### config.mk
export PLATFORM = sky130hd
export DESIGN_NAME = arbitro_escritura_registros
export DESIGN_NICKNAME = d
export VERILOG_FILES = /design/src/rtl/arbitro_escritura_registros.sv
export SDC_FILE = /design/constraint.sdc
export NUM_CORES = 1
export LEC_CHECK = 0
export CORE_ASPECT_RATIO = 0.8
export CORE_UTILIZATION = 39
export CTS_BUF_LIST = sky130_fd_sc_hd__clkbuf_4 sky130_fd_sc_hd__clkbuf_8
export DETAILED_ROUTE_END_ITERATION = 12
export GPL_TIMING_DRIVEN = 0
export PLACE_DENSITY_LB_ADDON = 0.15
export SYNTH_ARGS = -nofsm -noshare
export SYNTH_HDL_FRONTEND = slang
export SYNTH_SLANG_ARGS = --single-unit
### constraint.sdc
create_clock -name i_Clk -period 1.4 [get_ports i_Clk]
set_clock_uncertainty 0.05 [all_clocks]
set_input_delay 0.28 -clock i_Clk [delete_from_list [all_inputs] [get_ports i_Clk]]
set_output_delay 0.28 -clock i_Clk [all_outputs]
set_load 0.01 [all_outputs]
### src/rtl/arbitro_escritura_registros.sv
// Register-file write-port arbiter: four sources (result, immediate, bus, stack) compete for
// one write port through a fixed IDLE -> SELECCION -> ESCRITURA sequence with registered outputs.
module arbitro_escritura_registros #(
  parameter int          REG_ADDR_W     = 3,
  parameter int unsigned FIXED_PRIORITY = 0
) (
  input  logic                  i_Clk,
  input  logic                  i_Reset,
  input  logic [3:0]            i_Req,
  input  logic [REG_ADDR_W-1:0] i_Dir_Resultado,
  input  logic [REG_ADDR_W-1:0] i_Dir_Inmediato,
  input  logic [REG_ADDR_W-1:0] i_Dir_Bus,
  input  logic [REG_ADDR_W-1:0] i_Dir_Stack,
  input  logic                  i_Stall,
  output logic [1:0]            o_Selector,
  output logic                  o_Reg_We,
  output logic [REG_ADDR_W-1:0] o_Reg_Addr,
  output logic [3:0]            o_Ack,
  output logic                  o_Ocupado
);

  typedef enum logic [1:0] {
    IDLE      = 2'd0,
    SELECCION = 2'd1,
    ESCRITURA = 2'd2
  } estado_t;

  estado_t               estado_q, estado_d;
  logic [1:0]            sel_q, sel_d;
  logic [1:0]            ptr_q, ptr_d;
  logic [REG_ADDR_W-1:0] addr_q, addr_d;
  logic                  we_q, we_d;
  logic [3:0]            ack_q, ack_d;
  logic                  ocupado_q, ocupado_d;

  logic [1:0]            ganador;
  logic [1:0]            candidato;
  logic                  encontrado;
  logic [REG_ADDR_W-1:0] dir_ganador;

  // sel_q doubles as the winner register for the whole sequence.
  always_ff @(posedge i_Clk) begin
    if (i_Reset) begin
      estado_q  <= IDLE;
      sel_q     <= 2'd0;
      ptr_q     <= 2'd0;
      addr_q    <= '0;
      we_q      <= 1'b0;
      ack_q     <= 4'b0000;
      ocupado_q <= 1'b0;
    end else begin
      estado_q  <= estado_d;
      sel_q     <= sel_d;
      ptr_q     <= ptr_d;
      addr_q    <= addr_d;
      we_q      <= we_d;
      ack_q     <= ack_d;
      ocupado_q <= ocupado_d;
    end
  end

  // Scan starts at the round-robin pointer, or at channel 0 in fixed-priority mode.
  always_comb begin
    ganador    = 2'd0;
    candidato  = 2'd0;
    encontrado = 1'b0;
    for (int i = 0; i < 4; i++) begin
      candidato = (FIXED_PRIORITY != 0) ? 2'(i) : ptr_q + 2'(i);
      if (!encontrado && i_Req[candidato]) begin
        ganador    = candidato;
        encontrado = 1'b1;
      end
    end
  end

  always_comb begin
    dir_ganador = i_Dir_Resultado;
    case (ganador)
      2'd0:    dir_ganador = i_Dir_Resultado;
      2'd1:    dir_ganador = i_Dir_Inmediato;
      2'd2:    dir_ganador = i_Dir_Bus;
      default: dir_ganador = i_Dir_Stack;
    endcase
  end

  always_comb begin
    estado_d = estado_q;
    case (estado_q)
      IDLE: begin
        if (i_Req != 4'b0000) estado_d = SELECCION;
      end
      SELECCION: begin
        if (!i_Req[sel_q])  estado_d = IDLE;
        else if (!i_Stall)  estado_d = ESCRITURA;
      end
      ESCRITURA: estado_d = IDLE;
      default:   estado_d = IDLE;
    endcase
  end

  // Selector and address hold their last values outside a grant.
  always_comb begin
    sel_d     = sel_q;
    addr_d    = addr_q;
    ptr_d     = ptr_q;
    we_d      = 1'b0;
    ack_d     = 4'b0000;
    ocupado_d = 1'b0;
    case (estado_q)
      IDLE: begin
        if (i_Req != 4'b0000) begin
          sel_d     = ganador;
          addr_d    = dir_ganador;
          ocupado_d = 1'b1;
        end
      end
      SELECCION: begin
        if (i_Req[sel_q]) begin
          ocupado_d = 1'b1;
          if (!i_Stall) begin
            we_d  = 1'b1;
            ack_d = 4'b0001 << sel_q;
          end
        end
      end
      ESCRITURA: begin
        ptr_d = sel_q + 2'd1;
      end
      default: begin
        ocupado_d = 1'b0;
      end
    endcase
  end

  assign o_Selector = sel_q;
  assign o_Reg_We   = we_q;
  assign o_Reg_Addr = addr_q;
  assign o_Ack      = ack_q;
  assign o_Ocupado  = ocupado_q;

endmodule
==> results.cfg, run 1 <==
[status]
status = finished, violations left
violations = setup timing

[routing]
drc = 0
drtPass1Iterations = 4
via_per_inst = 5.14
ant_nets = 0
wl_per_cell_um = 13.8
drtIter0Drc = 9
vias = 668
wl_um = 1790

[logic_synthesis]
synth.largest_area_cell = dfxtp_1
syn-mean-instance-area_um2 = 10.2
ys.flop_type = dfxtp_1
yosys_warnings = 0
ys_seq_elements = 15
synth_cells = 70
synth_nets = 89
synth-seq-area-share_pct = 42.1
netlist_area_um2 = 713
async_reset_ff_share_pct = 0
synth_edf_count = 0
ys_types = 28
synth_common_cells = dfxtp_1 (15), mux2i_1 (8), nor2_1 (6)
synth.most_common_cell = dfxtp_1
synth.top_cell.area_share_pct = 42.1
ys_top_cells_by_area = dfxtp_1 (42%), mux2i_1 (11%), o221ai_1 (4.9%)

[timing]
finalCriticalPeriod_ps = 1440
worst_slew_pin_slew_ps = 307
drv_slew = 0
setup_slack_ps = -37.5
grt_setup_unrepaired = yes
finalSetupTns_ps = -83.8
fmax_mhz = 696
finalHoldViolCount = 0
setup_viol = 3
relSlewSlack_pct = 79.4
fin_crit_sh_pct = 103

[worst_setup_path]
worstPathMaxFanout = 7
critPathLaunchType = flop
crit_arrival_ps = 1570
r2r_slack_ps = -40
required_ps = 1530
critPathLaunch = ptr_q[0]$_SDFFE_PP0N_
critPathKind = flop to flop
r2r_cells = 7
r2r_start = ptr_q[0]$_SDFFE_PP0N_
reg2reg_to = o_Reg_Addr[2]$_SDFFE_PP0P_
end_kind = flop

[clock_tree]
htreeDepth = 1
cts_buffer_depth = 2
clk_latency_ps = 290
clk_pin_slew_worst_paths_ps = 90
clkSinkCount = 15
cts-buffers-inserted = 3
tritoncts = done
cts_root_buf = clkbuf_4

[floorplan]
core_area_um2 = 1680
die_y_um = 40.3
rows = 13
dieArea_um2 = 2000
ios = 30
die_x_um = 49.8
initial_core_util_pct = 42.6

[worst_hold_path]
hold_path_depth = 1
holdCritPathClass = flop to flop
min_from = o_Selector[1]$_SDFFE_PP0P_
min_to = o_Ack[0]$_SDFF_PP0_

[power_and_ir_drop]
max-vdd-ir-drop_uv = 849
p_per_area_nw_per_um2 = 853
p_leak_nw = 0.494
clockPowerShare_pct = 25.2
p_comb_share_pct = 27.6
switchingPower_w = 0.000292
netSwitchingFraction_pct = 29.0
internal_power_w = 0.000714
pwr-share-seq_pct = 47.2

[global_routing]
grt_pass1_wl_um = 2800
grt.overflow.total = 0
grt_pass1_vias = 611
grt_max_degree = 11
antenna_found_initial = 0
grtUsageTotal_pct = 20.6

[placement]
dp.cells = 121
place_hpwl_um = 1230
io_buffer_count = 29
pre_cts_ws_ps = -605
gp_congestion = 0.871

[flow_run]
maxCapViolations = 0

[cells_and_area]
nets = 128
instances_no_fill = 130
antenna_cells = 0
drive_above_1_share_pct = 34.3
area_delta_synth_final_pct = 65.4
[critical path, stage by stage (launching register included)]
cell and delay, ps:
dfxtp_2 370, inv_2 50, buf_4 120, o21ai_2 180
a21oi_4 80, buf_12 150, mux2i_2 190, o221ai_2 120
[cell families after synthesis]
kind of cell | Yosys count | synth area share [%]
buffers and inverters | 8 | 5.44
muxes | 9 | 14.4
and+or+nand+nor | 22 | 20.2
DFF | 15 | 42.1
xor gates and xnor gates | 1 | 1.23
AOI/OAI and AO/OA | 15 | 16.7
[layer usage]
layer  global-route usage, %  up-vias  share of wire, %
li1                        -      337                 -
met1                    25.3      311                47
met2                    34.1       18                47
met3                    7.95        2               5.1
met4                    6.43        0              0.67
met5                       0        -                 0
[cells in the final DEF (no fill, tap or decap), types with 2 or more instances in the layout]
cell type        count
clkdlybuf4s50_1     14
dlygate4sd2_1       13
dfxtp_1              9
nor2_1               6
mux2i_1              6
buf_4                5
inv_1                4
dfxtp_2              4
nand3b_1             3
o221ai_2             3
clkbuf_4             3
a21oi_2              2
a211oi_1             2
a21oi_1              2
mux2i_2              2
clkdlybuf4s15_1      2
dfxtp_4              2
[metrics by stage]
stage	total power, W	cell area [um2]	utilization (%)	hold WS, ps
5_1_grt	0.00106	1180	70.4	456
3_3_place_gp	0.000717	1040	61.8	452
2_1_floorplan	0.000601	718	-	304
3_5_place_dp	0.000721	1040	61.8	444
4_1_cts	0.00101	1170	69.7	444
6_report	0.00101	1180	70.4	442
[cell type report]
cell class	count	area [um2]
timing repair buffer	35	335
fill	136	495
tap	22	27.5
clock inverter	1	5.00
inverter	5	18.8
clock buffer	3	22.5
multi-input combinational	47	445
buffer	2	12.5
sequential	15	313
[power by group through the flow]
stage | Clock [W] | Sequential [W] | Combinational (W)
finish | 0.000253 | 0.000475 | 0.000278
global placement | 0 | 0.000483 | 0.000234
detailed placement | 0 | 0.000483 | 0.000237
CTS | 0.000265 | 0.000475 | 0.000274
floorplan | 0 | 0.000491 | 0.000110
global route | 0.000285 | 0.000479 | 0.000297
[state kept, by name, indices dropped and copies added (netlist names)]
register	cells
o_Ack	4
o_Reg_Addr	3
estado_q	2
o_Selector	2
ptr_q	2
o_Ocupado	1
o_Reg_We	1
[how the worst max path moves through the flow]
stage / end / slack, ps / cells past startpoint
2_1_floorplan: o_Ack[3]$_SDFF_PP0_ / -60 / 5
3_3_place_gp: o_Reg_Addr[2]$_SDFFE_PP0P_ / -560 / 7
3_5_place_dp: o_Reg_Addr[1]$_SDFFE_PP0P_ / -610 / 6
4_1_cts: o_Ack[2]$_SDFF_PP0_ / -50 / 5
5_1_grt: o_Reg_Addr[1]$_SDFFE_PP0P_ / -80 / 5
6_report: o_Reg_Addr[2]$_SDFFE_PP0P_ / -40 / 7
[what timing repair did]
| action | in CTS | in global routing |
|---|---|---|
| buffers inserted | 5 | 1 |
| endpoints found under the hold margin | 0 | 0 |
| endpoints found under the setup margin | 21 | 10 |
| hold buffers | 0 | 0 |
| gates resized for setup | 37 | 6 |
| pin swaps | 6 | 6 |
| gates cloned | 0 | 0 |
No activity file was read; power rests on OpenSTA's default activity.
==> inputs of run 2 (changes only) <==
- CTS_CLUSTER_DIAMETER: unset -> 60
==> results of run 2 <==
No change in the layout: final DEF, timing and power equal those of run 1.
